`src/rtl/dmem_arb_pkg.sv`:
```
// rtl/dmem_arb_pkg.sv - shared state encodings, port indices and default widths for dmem_arbiter
package dmem_arb_pkg;

    typedef enum logic [1:0] {
        ST_IDLE  = 2'd0,
        ST_ISSUE = 2'd1,
        ST_WAIT  = 2'd2
    } state_e;

    localparam int PORT_CPU = 0;
    localparam int PORT_DBG = 1;

    localparam int DEF_ADDR_W   = 8;
    localparam int DEF_DATA_W   = 8;
    localparam int DEF_RD_LAT   = 1;
    localparam int DEF_LOCK_MAX = 4;

    // Read-wait counter holds RD_LAT-1, and RD_LAT never exceeds 4
    localparam int WCNT_W = 2;

    function automatic logic [1:0] port_onehot(input logic p);
        logic [1:0] oh;
        oh    = '0;
        oh[p] = 1'b1;
        return oh;
    endfunction

endpackage

```
`src/rtl/dmem_arbiter_rr_pick2.sv`:
```
// rtl/dmem_arbiter_rr_pick2.sv - combinational two-way round-robin picker with lock override
module rr_pick2
    import dmem_arb_pkg::*;
(
    input  logic [1:0] req_i,
    input  logic       last_i,
    input  logic       hold_i,
    input  logic       hold_port_i,
    output logic       sel_o,
    output logic       any_o
);

    always_comb begin
        any_o = |req_i;
        sel_o = 1'(PORT_CPU);
        case (req_i)
            2'b01:   sel_o = 1'(PORT_CPU);
            2'b10:   sel_o = 1'(PORT_DBG);
            // A held lock keeps the current owner; otherwise the port not served last wins
            2'b11:   sel_o = hold_i ? hold_port_i : ~last_i;
            default: sel_o = 1'(PORT_CPU);
        endcase
    end

endmodule

```
`src/rtl/dmem_arbiter.sv`:
```
// rtl/dmem_arbiter.sv - two-port round-robin data-memory arbiter; bus lock enabled by DMEM_ARB_LOCK_EN
module dmem_arbiter
    import dmem_arb_pkg::*;
#(
    parameter int ADDR_W   = DEF_ADDR_W,
    parameter int DATA_W   = DEF_DATA_W,
    parameter int RD_LAT   = DEF_RD_LAT,
    parameter int LOCK_MAX = DEF_LOCK_MAX
) (
    input  logic              clk,
    input  logic              reset,
    input  logic [1:0]        req,
    input  logic [1:0]        we,
    input  logic [ADDR_W-1:0] addr0,
    input  logic [ADDR_W-1:0] addr1,
    input  logic [DATA_W-1:0] wdata0,
    input  logic [DATA_W-1:0] wdata1,
    input  logic [1:0]        lock,
    output logic [1:0]        gnt,
    output logic [1:0]        rvalid,
    output logic [DATA_W-1:0] rdata,
    output logic              mem_en,
    output logic              mem_we,
    output logic [ADDR_W-1:0] mem_addr,
    output logic [DATA_W-1:0] mem_wdata,
    input  logic [DATA_W-1:0] mem_rdata
);

    state_e              state_q, state_d;
    logic                sel_q, sel_d;
    logic                last_q, last_d;
    logic [WCNT_W-1:0]   wcnt_q, wcnt_d;

    logic [1:0]          gnt_q, gnt_d;
    logic [1:0]          rvalid_q, rvalid_d;
    logic [DATA_W-1:0]   rdata_q, rdata_d;
    logic                mem_en_q, mem_en_d;
    logic                mem_we_q, mem_we_d;
    logic [ADDR_W-1:0]   mem_addr_q, mem_addr_d;
    logic [DATA_W-1:0]   mem_wdata_q, mem_wdata_d;

    logic                pick_sel, pick_any;
    logic                hold, hold_port;
    logic [ADDR_W-1:0]   pick_addr;
    logic [DATA_W-1:0]   pick_wdata;

    rr_pick2 u_pick (
        .req_i       (req),
        .last_i      (last_q),
        .hold_i      (hold),
        .hold_port_i (hold_port),
        .sel_o       (pick_sel),
        .any_o       (pick_any)
    );

    assign pick_addr  = pick_sel ? addr1  : addr0;
    assign pick_wdata = pick_sel ? wdata1 : wdata0;

    always_ff @(posedge clk) begin
        if (!reset) begin
            state_q <= ST_IDLE;
        end else begin
            state_q <= state_d;
        end
    end

    always_comb begin
        state_d = state_q;
        case (state_q)
            ST_IDLE:  if (pick_any) state_d = ST_ISSUE;
            ST_ISSUE: state_d = mem_we_q ? ST_IDLE : ST_WAIT;
            ST_WAIT:  if (wcnt_q == '0) state_d = ST_IDLE;
            default:  state_d = ST_IDLE;
        endcase
    end

    // Memory-side fields double as the captured request: they are loaded on
    // the arbitration edge and held until the next grant
    always_comb begin
        sel_d       = sel_q;
        wcnt_d      = wcnt_q;
        gnt_d       = '0;
        rvalid_d    = '0;
        mem_en_d    = 1'b0;
        mem_we_d    = 1'b0;
        mem_addr_d  = mem_addr_q;
        mem_wdata_d = mem_wdata_q;
        rdata_d     = rdata_q;
        case (state_q)
            ST_IDLE: begin
                if (pick_any) begin
                    sel_d       = pick_sel;
                    gnt_d       = port_onehot(pick_sel);
                    mem_en_d    = 1'b1;
                    mem_we_d    = we[pick_sel];
                    mem_addr_d  = pick_addr;
                    mem_wdata_d = pick_wdata;
                end
            end
            ST_ISSUE: wcnt_d = WCNT_W'(RD_LAT - 1);
            ST_WAIT: begin
                if (wcnt_q == '0) begin
                    rdata_d  = mem_rdata;
                    rvalid_d = port_onehot(sel_q);
                end else begin
                    wcnt_d = wcnt_q - 1'b1;
                end
            end
            default: ;
        endcase
    end

    always_ff @(posedge clk) begin
        if (!reset) begin
            sel_q       <= 1'b0;
            last_q      <= 1'(PORT_DBG);
            wcnt_q      <= '0;
            gnt_q       <= '0;
            rvalid_q    <= '0;
            rdata_q     <= '0;
            mem_en_q    <= 1'b0;
            mem_we_q    <= 1'b0;
            mem_addr_q  <= '0;
            mem_wdata_q <= '0;
        end else begin
            sel_q       <= sel_d;
            last_q      <= last_d;
            wcnt_q      <= wcnt_d;
            gnt_q       <= gnt_d;
            rvalid_q    <= rvalid_d;
            rdata_q     <= rdata_d;
            mem_en_q    <= mem_en_d;
            mem_we_q    <= mem_we_d;
            mem_addr_q  <= mem_addr_d;
            mem_wdata_q <= mem_wdata_d;
        end
    end

`ifdef DMEM_ARB_LOCK_EN
    localparam int LCNT_W = $clog2(LOCK_MAX + 1);

    logic [LCNT_W-1:0] lcnt_q, lcnt_d, lcnt_nxt;
    logic              lport_q, lport_d;

    // lcnt counts consecutive locked grants to lport; at the cap the pointer
    // finally rotates so the other port gets one turn
    always_comb begin
        last_d   = last_q;
        lcnt_d   = lcnt_q;
        lport_d  = lport_q;
        lcnt_nxt = ((lcnt_q != '0) && (lport_q == sel_q)) ? lcnt_q + 1'b1 : LCNT_W'(1);
        if (state_q == ST_ISSUE) begin
            if (lock[sel_q] && (lcnt_nxt < LCNT_W'(LOCK_MAX))) begin
                lcnt_d  = lcnt_nxt;
                lport_d = sel_q;
            end else begin
                lcnt_d = '0;
                last_d = sel_q;
            end
        end
    end

    always_ff @(posedge clk) begin
        if (!reset) begin
            lcnt_q  <= '0;
            lport_q <= 1'b0;
        end else begin
            lcnt_q  <= lcnt_d;
            lport_q <= lport_d;
        end
    end

    assign hold      = (lcnt_q != '0);
    assign hold_port = lport_q;
`else
    logic unused_lock;

    always_comb begin
        last_d = (state_q == ST_ISSUE) ? sel_q : last_q;
    end

    assign hold        = 1'b0;
    assign hold_port   = 1'b0;
    assign unused_lock = ^{lock, LOCK_MAX > 0};
`endif

    assign gnt       = gnt_q;
    assign rvalid    = rvalid_q;
    assign rdata     = rdata_q;
    assign mem_en    = mem_en_q;
    assign mem_we    = mem_we_q;
    assign mem_addr  = mem_addr_q;
    assign mem_wdata = mem_wdata_q;

endmodule

```
`config.mk`:
```
export PLATFORM = sky130hd
export DESIGN_NAME = dmem_arbiter
export DESIGN_NICKNAME = d
export VERILOG_FILES = /design/src/rtl/dmem_arb_pkg.sv /design/src/rtl/dmem_arbiter_rr_pick2.sv /design/src/rtl/dmem_arbiter.sv
export SDC_FILE = /design/constraint.sdc
export NUM_CORES = 1
export LEC_CHECK = 0
export BUFFER_PORTS_ARGS = -buffer_cell sky130_fd_sc_hd__buf_2
export CORE_UTILIZATION = 30
export CTS_CLUSTER_DIAMETER = 50
export DETAILED_ROUTE_END_ITERATION = 6
export PLACE_DENSITY_LB_ADDON = 0.05
export SLEW_MARGIN = 0
export SYNTH_ARGS = -nofsm -noshare
export SYNTH_HDL_FRONTEND = slang
export SYNTH_SLANG_ARGS = --single-unit
```
`constraint.sdc`:
```
create_clock -name clk -period 1.2 [get_ports clk]
set_input_delay 0.06 -clock clk [delete_from_list [all_inputs] [get_ports clk]]
set_output_delay 0.06 -clock clk [all_outputs]
set_load 0.05 [all_outputs]
```
==> results of run 1 <==
==> stage by stage <==
stage | instances | setup WS [ns] | utilization [%] | setup TNS [ns]
3_5_place_dp | 310 | -0.0234 | 43.1 | -0.324
3_3_place_gp | 310 | -0.0219 | 43.1 | -0.264
6_report | 326 | -0.00207 | 48.1 | -0.00273
2_1_floorplan | 167 | 0.00362 | - | 0
4_1_cts | 326 | -0.0292 | 47.8 | -0.109
5_1_grt | 326 | -0.0737 | 48.1 | -0.523
==> flip-flops by register name (all words and copies together), names as in the netlist <==
| register | cells |
|---|---|
| mem_wdata | 8 |
| gnt | 2 |
| mem_we | 1 |
| sel_q | 1 |
| mem_addr | 8 |
| last_q | 1 |
| wcnt_q | 2 |
| rvalid | 2 |
| state_q | 2 |
| mem_en | 1 |
| rdata | 8 |
==> worst max-delay path by stage <==
stage                        end  depth (start not counted)       start
floorplan               rdata[0]                          6   wcnt_q[0]
global placement    mem_wdata[5]                          3  state_q[0]
detailed placement      rdata[2]                          6   wcnt_q[0]
CTS                     rdata[7]                          6   wcnt_q[1]
global route            rdata[5]                          7   wcnt_q[1]
finish                  rdata[1]                          7   wcnt_q[0]
==> worst min-delay path, delay by kind of cell <==
family,cells,cell delay [ns]
buf+inv,1,0.08
simple gates,1,0.07
mux,1,0.05
==> per-layer routing <==
metal  up-vias  track usage (%)  share of wire (%)
li1        771                -                  -
met1       698             19.2                 47
met2        44             27.1                 46
met3         8             4.88                5.6
met4         0             5.56                1.2
met5         -                0                  0
==> logic make-up (layout without fill, tap and decap cells) <==
group	after synthesis	count (layout)	share of synthesized area, %
muxes	8	8	5.14
and+or+nand+nor	62	63	18.2
AOI/OAI and AO/OA	43	43	23.6
DFF	36	36	46.3
buffers and inverters	17	108	6.03
adders and majority gates	1	1	0.804
==> power by group <==
part	switching, W	internal, W
clock network	0.000459	0.000615
logic	0.000590	0.000334
registers	0.0000546	0.00129
==> placed cells by master (no fill, tap or decap), types with 2 or more instances in the layout <==
cell / count
a21oi_1: 19
a311oi_1: 6
a311oi_2: 10
and2_1: 3
and2_4: 2
and3_1: 2
buf_12: 3
buf_2: 75
buf_4: 10
buf_6: 3
clkbuf_8: 5
dfxtp_1: 31
dfxtp_2: 5
dlygate4sd3_1: 4
inv_2: 3
mux2i_1: 8
nand2_1: 36
nand3b_1: 2
nor2_1: 8
nor3_1: 3
==> what timing repair did <==
action / 4_1_cts / 5_1_grt
gates resized for setup: 7 / 11
setup buffers: 2 / 1
pin swaps: 4 / 7
hold endpoints to repair: 4 / 0
hold buffers: 4 / 0
gates cloned: 2 / 0
endpoints found under the setup margin: 24 / 28
==> final cells by class <==
class | instances | area (um^2)
Clock buffer | 5 | 68.8
Clock inverter | 3 | 42.5
Tap cell | 67 | 83.8
Inverter | 4 | 15.0
Timing Repair Buffer | 96 | 612
Multi-Input combinational cell | 115 | 782
Fill cell | 481 | 2520
Sequential cell | 36 | 727
==> cell usage after synthesis (2+ instances only) <==
cell type	count	share of area [%]
nand2_1	36	8.7
nor3_1	3	0.96
nand2b_1	2	0.80
and2_1	3	1.2
mux2i_1	8	5.1
buf_4	2	0.96
buf_1	2	0.48
a311oi_2	10	9.6
buf_6	2	1.4
nand3b_1	2	0.96
nor2_1	8	1.9
a21oi_1	19	6.1
dfxtp_1	36	46
and3_1	2	0.80
inv_1	3	0.72
a311oi_1	6	3.4
buf_2	6	1.9
==> results.tsv, run 1 <==
stage	metric	value	unit
run_status	status	complete, but fails checks	
run_status	failing checks	setup timing	
die	full die area	0.00548	mm^2
timing	WHS	0.00551	ns
timing	Final Hold Viols	0	
detailed_routing	vias per cell	4.67	
timing	final setup margin	-0.00207	ns
power	Tot Pwr	0.00335	W
grt	global-route wire length before repair	6590	um
logic_synthesis	Seq/Total Area, Yosys	46.3	%
clock_network	Max H-tree Level	2	
logic_synthesis	post-synth net total	216	
clock_network	CTS tree	yes	
hold_path	worst hold path class	input port to flip-flop	
layout	Final #Nets	307	
die	FP Rows	25	
clock_network	CTS clk-pin slew, worst paths	0.08	ns
timing	Setup Viol. Count Final	2	
critical_path	critical path type	flip-flop to flip-flop	
power	Leakage Power	1.12	nW
timing	Max Slew Vio Count	0	
die	IO Count	78	
critical_path	critical path fanouts, max	5	
clock_network	worst skew pair latency	0.29	ns
die	starting density of the core	32.1	%
critical_path	reg-to-reg setup timing slack	-0.002	ns
detailed_routing	Residual DRC	0	
die	Die Ht	74.0	um
timing	achievable frequency	0.832	GHz
critical_path	crit-path max cell delay	0.34	ns
power	VDD IR max	0.000549	V
detailed_routing	initial drt markers	64	
grt	largest net degree at the start of global routing	24	
logic_synthesis	syn avg cell area	9.32	um^2
critical_path	crit end category	flip-flop	
critical_path	Crit path max-delay family	flip-flops	
detailed_routing	Avg WL per Cell	12.8	um
logic_synthesis	ys async rst share	0	%
timing	slew margin rel.	82.6	%
grt	initial antenna violation count	0	
critical_path	CP cell instances	inv_2 > ha_4 > nand3b_1 > buf_6 > buf_16 > mux2i_1 > nor2_1	
timing	RSZ-0062 raised after global routing	yes	
detailed_routing	post-route ant nets	0	
logic_synthesis	count of flip-flops with a built-in enable after synthesis	0	
timing	worst slew pin tran	0.257	ns
detailed_routing	drt total wl	4170	um
run	max_cap viols	0	
clock_network	CTS max path bufs	2	
placed_design	DP Area	0.00209	mm^2
timing	Tcrit/Tclk final	100	%
power	Pwr Density	1440	mW/mm^2
logic_synthesis	synthesized area	0.00156	mm^2
logic_synthesis	Synth Register Bits	36	
layout	area growth from synthesis to layout	49.8	%
critical_path	end of the worst register-to-register path	rdata[1]	
detailed_routing	Detailed Routing Iterations Pass 1	4	
clock_network	CTS buffer count	5	
detailed_routing	via count	1521	
logic_synthesis	Netlist cell types	34	
clock_network	clock sink total	36	
layout	share of layout cells above drive strength 1	48.6	%
grt	grt total ovfl	0	
placed_design	RD Place Congestion	0.697	
logic_synthesis	synthesized instance count	167	
placed_design	Post-DP HPWL	2730	um
timing	fin crit period	1.20	ns
critical_path	crit start category	flip-flop	
die	core box area	0.00485	mm^2
grt	Tot GR Track Use	16.0	%
die	DIE WIDTH	74.0	um
placed_design	IO buf count	75	
critical_path	Slowest cell on crit path	dfxtp_2	
clock_network	root buf cell	clkbuf_8	
critical_path	worst path arrival time	1.39	ns
logic_synthesis	Synth Flop Type	dfxtp_1	
hold_path	worst hold start	mem_rdata[2]	
hold_path	Hold EP	rdata[2]	
hold_path	Cells on Worst Hold Path	3	
critical_path	CP bufs+invs	3	
layout	post-route cell area	0.00233	mm^2
grt	number of global-route vias before repair	1406	
critical_path	worst path required time	1.39	ns
critical_path	R2R cell count	7	
layout	number of diodes	0	
timing	clk_skew	0.00542	ns
critical_path	FF-to-FF Start	wcnt_q[0]	
logic_synthesis	yosys synthesis warning count	0	
No activity file was read; power rests on OpenSTA's default activity.
==> inputs of run 2 (changes only) <==
--- a/config.mk
+++ b/config.mk
@@ -10,6 +10,7 @@
 export CTS_CLUSTER_DIAMETER = 50
 export DETAILED_ROUTE_END_ITERATION = 6
 export PLACE_DENSITY_LB_ADDON = 0.05
+export REMOVE_ABC_BUFFERS = 1
 export SLEW_MARGIN = 0
 export SYNTH_ARGS = -nofsm -noshare
 export SYNTH_HDL_FRONTEND = slang
==> constraint.sdc (replaced) <==
create_clock -name clk -period 1.2 [get_ports clk]
set_input_delay 0.06 -clock clk [delete_from_list [all_inputs] [get_ports clk]]
set_output_delay 0.06 -clock clk [all_outputs]
set_load 0.01 [all_outputs]
==> run 2 against run 1 <==
The run still ends with setup timing left; largest power group unchanged; clock skew fell by 0.00076 ns; sequential power barely moved; largest cell class unchanged; worst hold slack improved by 0.0096 ns.
==> results.tsv, run 2 (synthesized netlist as in run 1, its figures left out) <==
stage	metric	value	unit	change
run_status	status	complete, but fails checks		
run_status	failing checks	setup timing		
timing	Tcrit/Tclk final	101	%	+1.1 points
layout	Final Util	46.0	%	-2.1 points
power	Pwr Density	1230	mW/mm^2	-15%
timing	worst slew pin tran	0.270	ns	+0.0129 ns
grt	grt total ovfl	0		unchanged
layout	post-route cell area	0.00223	mm^2	-4.3%
timing	fin crit period	1.22	ns	+0.0132 ns
timing	Final TNS setup	-0.0482	ns	-0.0455 ns
layout	FILL cells	491		+2.1%
critical_path	Slowest cell on crit path	dfxtp_2		
grt	global-route wire length before repair	6000	um	-8.9%
detailed_routing	Avg WL per Cell	12.1	um	-5.1%
timing	RSZ-0062 raised after global routing	yes		
critical_path	crit-path max cell delay	0.34	ns	about the same
critical_path	R2R cell count	7		unchanged
critical_path	CP bufs+invs	3		unchanged
placed_design	RD Place Congestion	0.751		+7.7%
timing	Max Slew Vio Count	0		unchanged
layout	share of layout cells above drive strength 1	47.2	%	-1.4 points
die	FP Rows	25		unchanged
critical_path	crit start category	flip-flop		
layout	commonest non-fill, non-tap cell in the layout	buf_2		
critical_path	WP depth	7		unchanged
die	full die area	0.00548	mm^2	unchanged
clock_network	Max H-tree Level	2		unchanged
placed_design	Post-DP HPWL	2660	um	-2.6%
timing	final setup margin	-0.0153	ns	-0.0132 ns
detailed_routing	Residual DRC	0		unchanged
detailed_routing	Detailed Routing Iterations Pass 1	4		unchanged
detailed_routing	post-route ant nets	0		unchanged
grt	number of global-route vias before repair	1313		-6.6%
grt	largest net degree at the start of global routing	20		-17%
timing	achievable frequency	0.823	GHz	-1.1%
clock_network	root buf cell	clkbuf_8		
clock_network	worst skew pair latency	0.28	ns	about the same
layout	FF/Latch Area	727	um^2	unchanged
grt	Tot GR Track Use	14.8	%	-1.2 points
critical_path	CP cell instances	inv_2 > ha_4 > nand3b_1 > buf_6 > buf_12 > mux2i_1 > nor2_1		
layout	number of diodes	0		unchanged
power	VDD IR max	0.000543	V	-1.2%
clock_network	clock sink total	36		unchanged
detailed_routing	drt total wl	3870	um	-7.1%
hold_path	worst hold path class	input port to flip-flop		
critical_path	critical path fanouts, max	5		unchanged
die	core box area	0.00485	mm^2	unchanged
layout	area of the multi-input gates	759	um^2	-2.9%
timing	Final Hold Viols	0		unchanged
critical_path	worst path arrival time	1.38	ns	about the same
timing	slew margin rel.	81.7	%	-0.87 points
detailed_routing	initial drt markers	59		-7.8%
clock_network	CTS max path bufs	2		unchanged
run	max_cap viols	0		unchanged
die	Die Ht	74.0	um	unchanged
clock_network	CTS clk-pin slew, worst paths	0.07	ns	about the same
critical_path	critical path type	flip-flop to flip-flop		
grt	initial antenna violation count	0		unchanged
power	Leakage Power	1.07	nW	-4.1%
placed_design	IO buf count	75		unchanged
layout	most frequent cells in the layout	75 x buf_2, 36 x nand2_1, 33 x dfxtp_1, 19 x a21oi_1, 12 x buf_4		
placed_design	DP Area	0.00208	mm^2	-0.60%
clock_network	# hold bufs at CTS	0		-4
layout	area growth from synthesis to layout	43.2	%	
critical_path	worst path required time	1.37	ns	-0.02 ns
timing	clk_skew	0.00466	ns	-0.000759 ns
detailed_routing	vias per cell	4.47		-4.2%
die	DIE WIDTH	74.0	um	unchanged
critical_path	Crit path max-delay family	flip-flops		
detailed_routing	via count	1426		-6.2%
clock_network	CTS buffer count	5		unchanged
hold_path	Cells on Worst Hold Path	3		unchanged
die	starting density of the core	32.1	%	unchanged
critical_path	crit end category	flip-flop		
timing	Setup Viol. Count Final	5		+3
layout	Final #Nets	303		-1.3%
clock_network	CTS tree	yes		
die	IO Count	78		unchanged
==> run 2: changes by cell type in the layout (fill, tap and decap cells not counted), sizes merged <==
cell         delta
dlygate4sd3     -4
and2            -1
buf             +1
bufinv          -1
clkinv          -1
clkinvlp        -1
==> run 2: layer usage <==
metal | share of wire (%) | routed length (um) | track usage [%]
met1 | 46 | 1800 | 17.5
met2 | 48 | 1860 | 24.8
met3 | 4.9 | 188 | 5.15
met4 | 0.57 | 22 | 5.13
met5 | 0 | 0 | 0
==> run 2: area by class of cell <==
class / instances / area share [%]
Timing Repair Buffer: 93 / 25.8
Multi-Input combinational cell: 114 / 34.1
Tap cell: 67 / 3.76
Sequential cell: 36 / 32.6
Inverter: 4 / 0.673
Clock buffer: 5 / 3.09
==> run 2: worst paths after layout <==
check                    start  slack (ns)   endpoint
hold / removal    mem_rdata[1]        0.02   rdata[1]
hold reg to reg          sel_q        0.42  rvalid[0]
setup / recovery     wcnt_q[1]       -0.02   rdata[6]
setup reg to reg     wcnt_q[1]       -0.02   rdata[6]
==> run 2: per-stage QoR <==
stage	setup slack (ns)	hold slack [ns]	total power, W	cells
finish	-0.0153	0.0151	0.00274	319
CTS	-0.0230	0.00431	0.00279	318
detailed placement	-0.0375	0.299	0.00199	310
global route	-0.0962	0.0384	0.00289	319
global placement	-0.00664	0.293	0.00199	310
floorplan	-0.220	0.149	0.00169	154
==> run 2: where the power goes <==
part           leakage, nW  switching (W)  internal [W]  total [W]
combinational        0.740       0.000321      0.000316   0.000636
sequential           0.298      0.0000553       0.00129    0.00135
clock               0.0359       0.000378      0.000374   0.000752
total                 1.07       0.000754       0.00198    0.00274
==> run 2: repair_timing <==
item / 4_1_cts / 5_1_grt
pin swaps: 6 / 1
cloned: 1 / 0
setup buffers: 2 / 1
gates resized for setup: 10 / 2
endpoints found under the hold margin: 0 / 0
setup endpoints to repair: 9 / 25
==> run 2: worst register-to-register path, cell delays in order (launching register included) <==
cell	delay, ns
dfxtp_2	0.34
inv_2	0.05
ha_4	0.16
nand3b_1	0.09
buf_6	0.13
buf_12	0.12
mux2i_1	0.18
nor2_1	0.06
